[src/rtl/sum_readout_pkg.sv]
// Shared constants, FSM encoding and address helper for the sum readout path.
// The RAM layout is slot-major, point-minor.
package sum_readout_pkg;

    localparam int DATA_W  = 32;
    localparam int ADDR_W  = 15;
    localparam int SLOTS   = 10;
    localparam int SLOT_W  = 4;
    localparam int POINT_W = 11;

    typedef enum logic [1:0] {
        IDLE  = 2'd0,
        READ  = 2'd1,
        DRAIN = 2'd2,
        DONE  = 2'd3
    } state_t;

    // 9*2047+2046 = 20469 fits in 15 bits, so the sum never wraps.
    function automatic logic [ADDR_W-1:0] slot_addr(
        input logic [SLOT_W-1:0]  slot,
        input logic [POINT_W-1:0] point,
        input logic [POINT_W-1:0] points
    );
        return ADDR_W'(point) + ADDR_W'(slot) * ADDR_W'(points);
    endfunction

endpackage

[src/rtl/sum_fifo.sv]
// Small synchronous FIFO buffering returned sums with their slot/point tags.
// Output is the head entry; count/empty/full are registered-state derived.
module sum_fifo #(
    parameter int WIDTH = 8,
    parameter int DEPTH = 4
) (
    input  logic                         clk,
    input  logic                         reset,
    input  logic                         push,
    input  logic [WIDTH-1:0]             push_data,
    input  logic                         pop,
    output logic [WIDTH-1:0]             pop_data,
    output logic [$clog2(DEPTH+1)-1:0]   count,
    output logic                         empty,
    output logic                         full
);
    localparam int PTR_W = (DEPTH > 1) ? $clog2(DEPTH) : 1;
    localparam int CNT_W = $clog2(DEPTH + 1);

    logic [WIDTH-1:0] mem [DEPTH];
    logic [PTR_W-1:0] wr_ptr;
    logic [PTR_W-1:0] rd_ptr;
    logic             do_push;
    logic             do_pop;

    function automatic logic [PTR_W-1:0] ptr_next(input logic [PTR_W-1:0] p);
        return (p == PTR_W'(DEPTH - 1)) ? '0 : p + PTR_W'(1);
    endfunction

    always_comb begin
        empty    = (count == '0);
        full     = (count == CNT_W'(DEPTH));
        do_pop   = pop && !empty;
        do_push  = push && (!full || do_pop);
        pop_data = mem[rd_ptr];
    end

    always_ff @(posedge clk) begin
        if (reset) begin
            wr_ptr <= '0;
            rd_ptr <= '0;
            count  <= '0;
        end else begin
            if (do_push) begin
                mem[wr_ptr] <= push_data;
                wr_ptr      <= ptr_next(wr_ptr);
            end
            if (do_pop) begin
                rd_ptr <= ptr_next(rd_ptr);
            end
            case ({do_push, do_pop})
                2'b10:   count <= count + CNT_W'(1);
                2'b01:   count <= count - CNT_W'(1);
                default: count <= count;
            endcase
        end
    end

endmodule

[src/rtl/sum_readout.sv]
// Streams a run of stored sums out of the sum RAM, tagging each with slot/point.
// Reads are throttled so every word returning from the RAM has a FIFO seat.
module sum_readout
    import sum_readout_pkg::*;
#(
    parameter int RAM_LAT = 2,
    parameter int FIFO_D  = 4
) (
    input  logic               clk,
    input  logic               reset,
    input  logic               start,
    input  logic [SLOT_W-1:0]  slot_first,
    input  logic [SLOT_W-1:0]  slot_count,
    input  logic [POINT_W-1:0] points,
    output logic [ADDR_W-1:0]  rd_address,
    output logic               rd_en,
    input  logic [DATA_W-1:0]  ram_q,
    output logic [DATA_W-1:0]  out_data,
    output logic [SLOT_W-1:0]  out_slot,
    output logic [POINT_W-1:0] out_point,
    output logic               out_valid,
    input  logic               out_ready,
    output logic               busy,
    output logic               done,
    output logic               err
);
    localparam int ENTRY_W = DATA_W + SLOT_W + POINT_W;
    localparam int CNT_W   = $clog2(FIFO_D + 1);
    localparam int SUM_W   = SLOT_W + 1;

    state_t             state;
    logic [SLOT_W-1:0]  cfg_first;
    logic [SLOT_W-1:0]  cfg_count;
    logic [POINT_W-1:0] cfg_points;
    logic [SLOT_W-1:0]  slot_rel;
    logic [POINT_W-1:0] point_cnt;
    logic [SLOT_W-1:0]  rd_slot;
    logic [POINT_W-1:0] rd_point;

    logic [RAM_LAT-1:0] pipe_v;
    logic [SLOT_W-1:0]  pipe_slot  [RAM_LAT];
    logic [POINT_W-1:0] pipe_point [RAM_LAT];

    logic               fifo_push;
    logic               fifo_pop;
    logic               fifo_empty;
    logic               fifo_full;
    logic [CNT_W-1:0]   fifo_count;
    logic [ENTRY_W-1:0] fifo_in;
    logic [ENTRY_W-1:0] fifo_head;

    logic               cfg_ok;
    logic               issue;
    logic               last_point;
    logic               last_read;
    logic               drained;
    logic [SLOT_W-1:0]  slot_abs;
    int                 occ;

    always_comb begin
        cfg_ok = (points != '0) && (slot_count != '0) &&
                 ({1'b0, slot_first} + {1'b0, slot_count} <= SUM_W'(SLOTS));
        slot_abs   = cfg_first + slot_rel;
        last_point = (point_cnt == cfg_points - POINT_W'(1));
        last_read  = last_point && (slot_rel == cfg_count - SLOT_W'(1));

        fifo_pop  = !fifo_empty && out_ready;
        fifo_push = pipe_v[RAM_LAT-1];
        fifo_in   = {ram_q, pipe_slot[RAM_LAT-1], pipe_point[RAM_LAT-1]};

        // Words already owed to the FIFO: buffered, in the RAM pipe, or issued this cycle.
        occ = int'(fifo_count) + int'(rd_en) - int'(fifo_pop);
        for (int i = 0; i < RAM_LAT; i++) begin
            occ = occ + int'(pipe_v[i]);
        end
        issue = (state == READ) && !fifo_full && (occ < FIFO_D);

        drained = !rd_en && (pipe_v == '0) &&
                  (fifo_empty || (fifo_count == CNT_W'(1) && fifo_pop));
    end

    always_ff @(posedge clk) begin
        if (reset) begin
            state      <= IDLE;
            cfg_first  <= '0;
            cfg_count  <= '0;
            cfg_points <= '0;
            slot_rel   <= '0;
            point_cnt  <= '0;
            rd_address <= '0;
            rd_slot    <= '0;
            rd_point   <= '0;
            rd_en      <= 1'b0;
            busy       <= 1'b0;
            done       <= 1'b0;
            err        <= 1'b0;
        end else begin
            done  <= 1'b0;
            err   <= 1'b0;
            rd_en <= issue;
            if (issue) begin
                rd_address <= slot_addr(slot_abs, point_cnt, cfg_points);
                rd_slot    <= slot_abs;
                rd_point   <= point_cnt;
                if (last_point) begin
                    point_cnt <= '0;
                    slot_rel  <= slot_rel + SLOT_W'(1);
                end else begin
                    point_cnt <= point_cnt + POINT_W'(1);
                end
            end
            case (state)
                IDLE: begin
                    if (start) begin
                        if (cfg_ok) begin
                            cfg_first  <= slot_first;
                            cfg_count  <= slot_count;
                            cfg_points <= points;
                            slot_rel   <= '0;
                            point_cnt  <= '0;
                            busy       <= 1'b1;
                            state      <= READ;
                        end else begin
                            err <= 1'b1;
                        end
                    end
                end
                READ: begin
                    if (issue && last_read) begin
                        state <= DRAIN;
                    end
                end
                DRAIN: begin
                    // Leaves as the last beat is accepted so done lands on the next cycle.
                    if (drained) begin
                        done  <= 1'b1;
                        busy  <= 1'b0;
                        state <= DONE;
                    end
                end
                DONE: begin
                    state <= IDLE;
                end
                default: state <= IDLE;
            endcase
        end
    end

    // Tag pipeline tracks each read until its data appears on ram_q.
    always_ff @(posedge clk) begin
        if (reset) begin
            pipe_v <= '0;
            for (int i = 0; i < RAM_LAT; i++) begin
                pipe_slot[i]  <= '0;
                pipe_point[i] <= '0;
            end
        end else begin
            for (int i = RAM_LAT - 1; i > 0; i--) begin
                pipe_v[i]     <= pipe_v[i-1];
                pipe_slot[i]  <= pipe_slot[i-1];
                pipe_point[i] <= pipe_point[i-1];
            end
            pipe_v[0]     <= rd_en;
            pipe_slot[0]  <= rd_slot;
            pipe_point[0] <= rd_point;
        end
    end

    sum_fifo #(
        .WIDTH (ENTRY_W),
        .DEPTH (FIFO_D)
    ) u_fifo (
        .clk       (clk),
        .reset     (reset),
        .push      (fifo_push),
        .push_data (fifo_in),
        .pop       (fifo_pop),
        .pop_data  (fifo_head),
        .count     (fifo_count),
        .empty     (fifo_empty),
        .full      (fifo_full)
    );

    assign out_valid = !fifo_empty;
    assign {out_data, out_slot, out_point} = fifo_empty ? '0 : fifo_head;

endmodule

[config.mk]
export PLATFORM = sky130hd
export DESIGN_NAME = sum_readout
export DESIGN_NICKNAME = d
export VERILOG_FILES = /design/src/rtl/sum_readout_pkg.sv /design/src/rtl/sum_fifo.sv /design/src/rtl/sum_readout.sv
export SDC_FILE = /design/constraint.sdc
export NUM_CORES = 1
export LEC_CHECK = 0
export CORE_ASPECT_RATIO = 1.1
export CORE_MARGIN = 2
export CORE_UTILIZATION = 58
export CTS_CLUSTER_DIAMETER = 60
export DETAILED_ROUTE_END_ITERATION = 12
export PLACE_DENSITY = 0.8
export SYNTH_ARGS = -nofsm -noshare
export SYNTH_HDL_FRONTEND = slang
export SYNTH_SLANG_ARGS = --single-unit
[constraint.sdc]
create_clock -name clk -period 6.2 [get_ports clk]
set_input_delay 0.93 -clock clk [delete_from_list [all_inputs] [get_ports clk]]
set_output_delay 0.93 -clock clk [all_outputs]
set_load 0.005 [all_outputs]
# After elaboration in Yosys (flattened, before gate mapping)
# Memories as Yosys holds them, arrays and structs flattened. A register that Yosys moved wholly into a read port is not among the register bits.
# Cells that the tools add are included.
totals:
  input_bits: 55
  ram_bits: 218
  ff_bits: 79
  output_inout_bits: 67
  elab_cells: 126
  mem_count: 3
mem_list:
  columns: ["memory", "words", "word_bits", "read_ports", "rd_ports_with_merged_regs", "write_ports", "line_no", "rtl"]
  rows:
  - ["u_fifo.mem", 4, 47, 1, 1, 1, "sum_fifo.sv:20", "logic [WIDTH-1:0] mem [DEPTH];"]
  - ["pipe_point", 2, 11, 2, 0, 2, "sum_readout.sv:42", "logic [POINT_W-1:0] pipe_point [RAM_LAT];"]
  - ["pipe_slot", 2, 4, 2, 0, 2, "sum_readout.sv:41", "logic [SLOT_W-1:0] pipe_slot [RAM_LAT];"]
classes:
  mul: 1
  n_reduce_logical: 29
  eq_ne: 15
  n_addsub: 15
  n_mux: 37
  n_lt_le_gt_ge: 2
  bitwise: 7
op_table:
  columns: ["operator", "n"]
  rows:
  - ["two-way mux 11 bit", 7]
  - ["two-way mux 47 bit", 1]
  - ["two-way mux 4 bit", 7]
  - ["two-way mux 2 bit", 8]
  - ["adder 11 x 15 -> 15 bit", 1]
  - ["multiplier 4 x 11 -> 15 bit", 1]
  - ["logical AND 1 bit", 12]
  - ["adder 11 x 1 -> 11 bit, second input constant", 1]
  - ["== test 11 bit", 1]
  - ["two-way mux 1 bit", 11]
  - ["nonzero test 11 bit", 1]
  - ["subtractor 11 x 1 -> 11 bit, second input constant", 1]
  - ["== test 2 bit, second input constant", 5]
  - ["case mux 2 bit (4 select lines)", 1]
  - ["AND reduction 4 bit", 2]
  - ["adder 6 x 2 -> 7 bit", 1]
  - ["less-than comparator 7 x 4 -> 1 bit, second input constant", 1]
  - ["adder 5 x 2 -> 6 bit", 1]
  - ["inequality test 2 bit, second input constant", 3]
  - ["case mux 3 bit (2 select lines)", 1]
  - ["adder 4 x 4 -> 5 bit", 1]
  - ["less-or-equal comparator 5 x 4 -> 1 bit, second input constant", 1]
  - ["subtractor 4 x 1 -> 5 bit", 1]
  - ["adder 2 x 1 -> 2 bit, second input constant", 2]
  - ["23 further kinds", 34]

# Depth between registers and ports, before layout
depth:
  depth_word: 12
  depth_mapped: 20
  depth_no_buf: 19

# Cells and area by module
# A second synthesis with hierarchy kept.
hier_totals:
  cells_unflattened: 1067
  area_unflattened_um2: 13925.9
modules_own_cells:
  columns: ["mod", "area_per_inst_um2", "cells_per_inst", "seq_area_each_um2", "n_inst"]
  rows:
  - ["sum_fifo", 7359.6, 310, 5825.6, 1]
  - ["sum_readout", 6566.3, 757, 2042.0, 1]

# Least setup slack after synthesis
# OpenSTA, ideal clock, no wires.
synth_path:
  kind: "register -> register"
  from: "register slot_rel[0]"
  to: "register rd_address[14]"
  arrival_time_ns: 4.840
  path_buffers: 1
  setup_time_ns: 0.117
  period_less_slack_ns: 4.957
  setup_slack_ns: 1.243
  required_ns: 6.083
  path_stages_with_launch: 20
  cell_sequence: "dfxtp_1 -> ha_1 -> inv_1 -> fa_1 -> xnor2_1 -> clkbuf_1 -> and2_1 -> fa_1 -> fa_1 -> inv_1 -> fa_1 -> inv_1 -> ha_1 -> and2_1 -> a221oi_1 -> o21ai_0 -> o31ai_1 -> o21ai_0 -> xor2_1 -> a22o_1"
synth_via:
  elab_chain_len: 3
synth_lines:
  columns: ["item", "line_no", "rtl"]
  rows:
  - ["from (decl)", "sum_readout.sv:35", "logic [SLOT_W-1:0] slot_rel;"]
  - ["from (signal assigned)", "sum_readout.sv:107", "slot_rel <= slot_rel + SLOT_W'(1);"]
  - ["adder 4 bit", "sum_readout.sv:63", "slot_abs = cfg_first + slot_rel;"]
  - ["multiplier 4 x 11 -> 15 bit", "sum_readout_pkg.sv:24", "return ADDR_W'(point) + ADDR_W'(slot) * ADDR_W'(points);"]
  - ["adder 11 x 15 -> 15 bit", "sum_readout_pkg.sv:24", null]
  - ["to (signal assigned)", "sum_readout.sv:102", "rd_address <= slot_addr(slot_abs, point_cnt, cfg_points);"]
  - ["to (decl)", "sum_readout.sv:15", "output logic [ADDR_W-1:0] rd_address,"]
# Every way passes these cells.
# A chain may end at the register's enable or synchronous reset.

# Worst setup path after layout
# Same ends and word-level chain as after synthesis.

==> run metrics <==
Post-Place Cells 1,432; CTS tree done; Max FO, Critical Path 12; Final min period 5.198 ns; count leader, synth edfxtp_1; GRT overflow 0; die area 24,930 um2; GR peak layer met2; Synth area leader edfxtp_1; Port Buffers 121; Clock Path Buffers 3; post-synthesis async set-or-reset flop share 0; Crit Path Class reg2reg; cell repeated most along the worst path fa_1; root buffer cell clkbuf_16; wire length of the first global-routing pass 43.49 mm; met3 Use GR 0.02830; Synth top area share 0.4111; synth unique cells 61; Critical Path Slowest Stage Cell fa_1; Global Route met2 Usage 0.4010; Worst-path clk slew 0.06 ns; Initial DRC Count 370; TritonCTS Buffers 30; Post-synth top cells edfxtp_1 (188), dfxtp_1 (111), and2_1 (83); max_slew headroom 0.3802; Setup Fix Bufs, Post-CTS 0; Critical Path, Cell by Cell ha_1 -> inv_1 -> fa_1 -> nor2b_1 -> fa_1 -> fa_1 -> inv_1 -> fa_1 -> inv_1 -> ha_1 -> and2_1 -> a221oi_1 -> o21ai_0 -> o31ai_1 -> o21ai_0 -> xor2_1 -> a22o_1; Crit path arrival time 5.63 ns; Final Hold Fails 0; Synth Net Count 1,179; pwr dens 320.8 nW/um2; io pins 122; Initial Util 0.5850; Core Rows 59; Antenna Cells 0; met1 GRT Util 0.2842; Post-synth top flop edfxtp_1; Placeable Area 23,480 um2; initial antenna violation count 0; die height 165.4 um; GPL Wtd Cong 0.8482; post-route non-filler standard cell count 1,488; post-cts sizing count 0; Mapped Avg Cell Area 13.22 um2; nets@finish 1,299; clock latency at the later pin of the worst-skew pair 0.54 ns; status finished clean; area grow syn2layout 18.25%; CP max stage delay 0.79 ns; GR Util All Layers 0.2231; via count 8,236; DP Wirelength 17.42 mm; Die X-Extent 150.7 um; final setup TNS 0 ns; RSZ-0062 raised after global routing false; number of global-route vias before repair 8,346; Final Skew 0.01025 ns; cts hold-fix bufs 0; Worst Path Buf+Inv 3; post-placement worst setup slack 1.017 ns; WL final 26.85 mm; Final period util 0.8384; Post-synth EDFFs 188; largest net degree at the start of global routing 63; slew of the pin with the lowest slew margin 0.9298 ns; Residual DRC 0; worst IR drop on VDD 0.1852 mV; class of the worst hold path reg2reg; wire per inst 18.04 um; Pins Over Slew Limit 0; layout cells sized above 1 0.1141; Fmax 192.4 MHz; slack of the critical path 1.002 ns; DRT antenna net count 0; synth warn 0; Worst setup SP type register; Setup Viol. Count Final 0; max-cap viol count 0; Synth area leaders edfxtp_1 (41%), dfxtp_1 (16%), mux4_2 (7.7%), ha_1 (4.9%), fa_1 (4.5%); register area share after synthesis 0.5729; critical path endpoint category register; Mapped Cells 1,039; Via density 5.535; synthesis-stage register bit count 299; # H-tree levels 1; mapped cell area 13,730 um2; Sink Count 299; Top delay family on crit path adder cells; Crit path required time 6.63 ns; Leak 5.882 nW; Detailed Routing Iterations Pass 1 4
cell families after synthesis:
group / after synthesis / share of synthesized area
DFF: 299 / 0.5729
adders and majority gates: 85 / 0.09439
and+or+nand+nor: 319 / 0.1262
AOI/OAI and AO/OA: 108 / 0.05202
muxes: 74 / 0.09676
xor gates and xnor gates: 40 / 0.02551
buffers and inverters: 114 / 0.03225
sequential cells by signal, indices dropped and copies added, names as in the netlist, named ones only:
register and flops:
rd_slot 4, err 1, rd_point 11, done 1, u_fifo.wr_ptr 2, state 2
rd_address 15, u_fifo.count 3, cfg_first 4, slot_rel 4, rd_en 1, point_cnt 11
u_fifo.rd_ptr 2, busy 1, pipe_point 22, cfg_count 4, u_fifo.mem 188, pipe_slot 8
cfg_points 11, pipe_v 2
cell usage in the layout (no fill, tap or decap), drive strengths merged, types with 47 or more instances in the layout:
| cell | n |
|---|---|
| and2 | 84 |
| clkdlybuf4s50 | 120 |
| dfxtp | 111 |
| edfxtp | 188 |
| ha | 54 |
| inv | 71 |
| mux4 | 47 |
| nand2 | 58 |
| nor2 | 64 |
metal layers:
layer	share of wire	vias up
li1	-	3928
met1	0.41	4053
met2	0.51	209
met3	0.047	46
met4	0.026	0
met5	0	-
layout make-up:
cell class	instances	area, um2
inverters	69	259.0
flip-flops and latches	299	7873
clock inverters	17	117.6
clock buffers	39	867.1
well taps	305	381.6
multi-input cells	626	5445
repair buffers	133	1296
fillers	1651	7236
power by group:
part	switching, W	total [W]	internal [W]
sequential	0.000126	0.00229	0.00217
combinational	0.000552	0.00118	0.000625
clock	0.000744	0.00174	0.000995
per-stage QoR:
step / hold WS, ns / utilization / cell area [um2] / power, W
global route: 0.4561 / 0.6918 / 16240 / 0.005467
detailed placement: 0.4245 / 0.6498 / 15250 / 0.003522
finish: 0.4318 / 0.6918 / 16240 / 0.005210
floorplan: 0.4138 / - / 13730 / 0.003047
global placement: 0.4207 / 0.6498 / 15250 / 0.003495
CTS: 0.4372 / 0.6918 / 16240 / 0.005265
worst reg2reg max path, cell delays in order (launching register included):
cell and delay (ns):
dfxtp_1 0.42, ha_1 0.20, inv_1 0.06, fa_1 0.79
nor2b_1 0.12, fa_1 0.49, fa_1 0.55, inv_1 0.05
fa_1 0.49, inv_1 0.04, ha_1 0.33, and2_1 0.21
a221oi_1 0.27, o21ai_0 0.20, o31ai_1 0.32, o21ai_0 0.15
xor2_1 0.16, a22o_1 0.23
final timing paths:
check                              startpoint  cells past startpoint  slack, ns                      endpoint
hold / removal    pipe_point[0][1]$_SDFF_PP0_                      1       0.43  pipe_point[0][12]$_SDFF_PP0_
setup reg to reg       slot_rel[0]$_SDFF_PP0_                     17       1.00   rd_address[14]$_SDFFE_PP0N_
setup / recovery       slot_rel[0]$_SDFF_PP0_                     17       1.00   rd_address[14]$_SDFFE_PP0N_
hold reg to reg   pipe_point[0][1]$_SDFF_PP0_                      1       0.43  pipe_point[0][12]$_SDFF_PP0_
Power figures use the tool's default switching activity.
==> variant, RTL diff (same settings) <==
Encoding of `state_t`: now Gray code (2 bits for 4 states).
--- a/src/rtl/sum_readout_pkg.sv
+++ b/src/rtl/sum_readout_pkg.sv
@@ -9,10 +9,10 @@
     localparam int POINT_W = 11;
 
     typedef enum logic [1:0] {
-        IDLE  = 2'd0,
-        READ  = 2'd1,
-        DRAIN = 2'd2,
-        DONE  = 2'd3
+        IDLE  = 2'b00,
+        READ  = 2'b01,
+        DRAIN = 2'b11,
+        DONE  = 2'b10
     } state_t;
 
     // 9*2047+2046 = 20469 fits in 15 bits, so the sum never wraps.
Check against the original RTL: no difference found for any inputs over 4 cycles, from zero or initial values and one cycle with reset high; so few cycles prove little.
==> variant against the unedited design <==
  * Count of clock-buffer cells in the layout shrank 2
  * Critical path depth is 1 lower
  * Synthesized area is 0.93% lower
  * Largest cell class unchanged
  * Worst setup slack got worse by 73 ps
  * Non-clock buffer count up 1
  * Highest routed layer unchanged
  * Critical path type unchanged
  * Routed wire length shrank 1.2%
  * Total power shrank 2.9%
  * Cell count shrank 1.3%
  * Sequential cell count unchanged
  * Cell area shrank 1.3%
==> variant: results (changes against the unedited design) <==
Yosys attributes the largest share of cell area to edfxtp_1, dfxtp_1, mux4_2. The share of layout cells above drive strength 1 came out at 0.0993 (-0.0148). After synthesis, the most frequently instantiated cells are edfxtp_1, dfxtp_1, and2_1, inv_1, nor2_1. The diode insertion count for antenna repair came out at 0 (unchanged).

The global placer's final weighted congestion is 0.878 (+3.6%). The detailed-route wire length was 26.5 mm (-1.2%). The total met3 wirelength after detailed routing came out at 1.35 mm (+6.8%). The logic depth of the worst register-to-register path came out at 16 (-1).

The synthesized net count came out at 1168 (-0.93%). The remaining max-slew budget at the tightest pin came out at 0.363 (-0.0175). The commonest non-fill, non-tap cell in the layout is edfxtp_1. The path class of the tightest hold or removal check is reg -> reg. The arrival time of the worst setup path is 5750 ps (+120 ps). The routed length on met2 was 13.9 mm (+0.46%). The pin count of the biggest net entering global routing is 51 (-19%).

The post-CTS resize count came out at 0 (unchanged). The post-synthesis async set-or-reset flop share was 0 (unchanged). The worst vdd rail ir drop is 0.000204 V (+9.9%). The complex-gate fraction of the synthesized area is 0.0567 (+0.00472). The global-route met1 utilization came to 0.275 (-0.00955). The count of synthesis-stage warnings from yosys came out at 0 (unchanged). The global-route wire length before repair came out at 43.4 mm (-0.30%). The number of cells on the worst hold path came out at 1 (unchanged).

The net switching power figure came out at 1280 uW (-9.8%). The met3 capacity usage during global routing is 0.0307 (+0.00237). The iteration-0 DRC count of the detailed router is 438 (+18%). The flow ran to the end, and the final reports show no timing, DRC or antenna violations. The post-synthesis share of cell area spent on xor and xnor gates came out at 0.0264 (+0.000883). The estimated wirelength of the detail-placed design came out at 16.8 mm (-3.7%).

The max-cap violation count is 0 (unchanged). The internal reg-to-reg setup slack is 930 ps (-70 ps). The number of buffers between clock root and the deepest sink came to 3 (unchanged). The adder-cell share of the synthesized area is 0.0925 (-0.00187).

The combinational fraction of design power came to 0.214 (-0.012). The global routing usage summed across all routing layers came out at 0.223 (-0.000277). The net total in the final layout came out at 1285 (-1.1%). The leakage power figure is 0.00584 uW (-0.72%). The startpoint identified for the worst register-to-register timing path is slot_rel[0]. The routed length on met1 is 10.8 mm (-2.7%). The sequential area share after synthesis was 0.578 (+0.00537). The average vias per placed instance came out at 5.64 (+1.8%). The worst-case clock skew is 11.9 ps (+1.68 ps). The sequential power share came out at 0.455 (+0.015). The multiplexer fraction of the synthesized cell area came out at 0.0903 (-0.00645).

The total clock buffers created by CTS came out at 28 (-6.7%). The number of antenna violations at the first check in global routing came out at 0 (unchanged). The via count of the first global-routing pass is 8502 (+1.9%).

The met2 global-route usage came out at 0.411 (+0.00993).
variant: through the flow:
stage	cell area [sq um]	power, uW	setup WS (ps)	hold WS, ps	instances
6_report	16000	5060	928	435	1468
5_1_grt	16000	5290	526	449	1468
4_1_cts	16000	5120	962	435	1468
3_5_place_dp	15100	3430	994	420	1418
3_3_place_gp	15100	3400	1100	416	1418
2_1_floorplan	13600	2930	1300	414	1031
variant: worst max-delay path: stages (launching register included):
cell and delay (ps):
dfxtp_1 430, ha_1 210, inv_1 50, fa_1 780, nand2b_1 190, fa_1 450
fa_1 510, fa_1 510, inv_1 40, ha_1 350, o21ai_0 270, nor3_1 90
or4_1 550, o22ai_1 220, o21ai_0 160, nor4b_1 260, a211o_1 130
variant: final cells by class:
class | instances | area [sq um]
repair buffers | 134 | 1300
flip-flops and latches | 299 | 7870
fillers | 1566 | 6900
well taps | 300 | 375
multi-input cells | 617 | 5320
clock inverters | 13 | 155
inverters | 68 | 255
clock buffers | 37 | 754
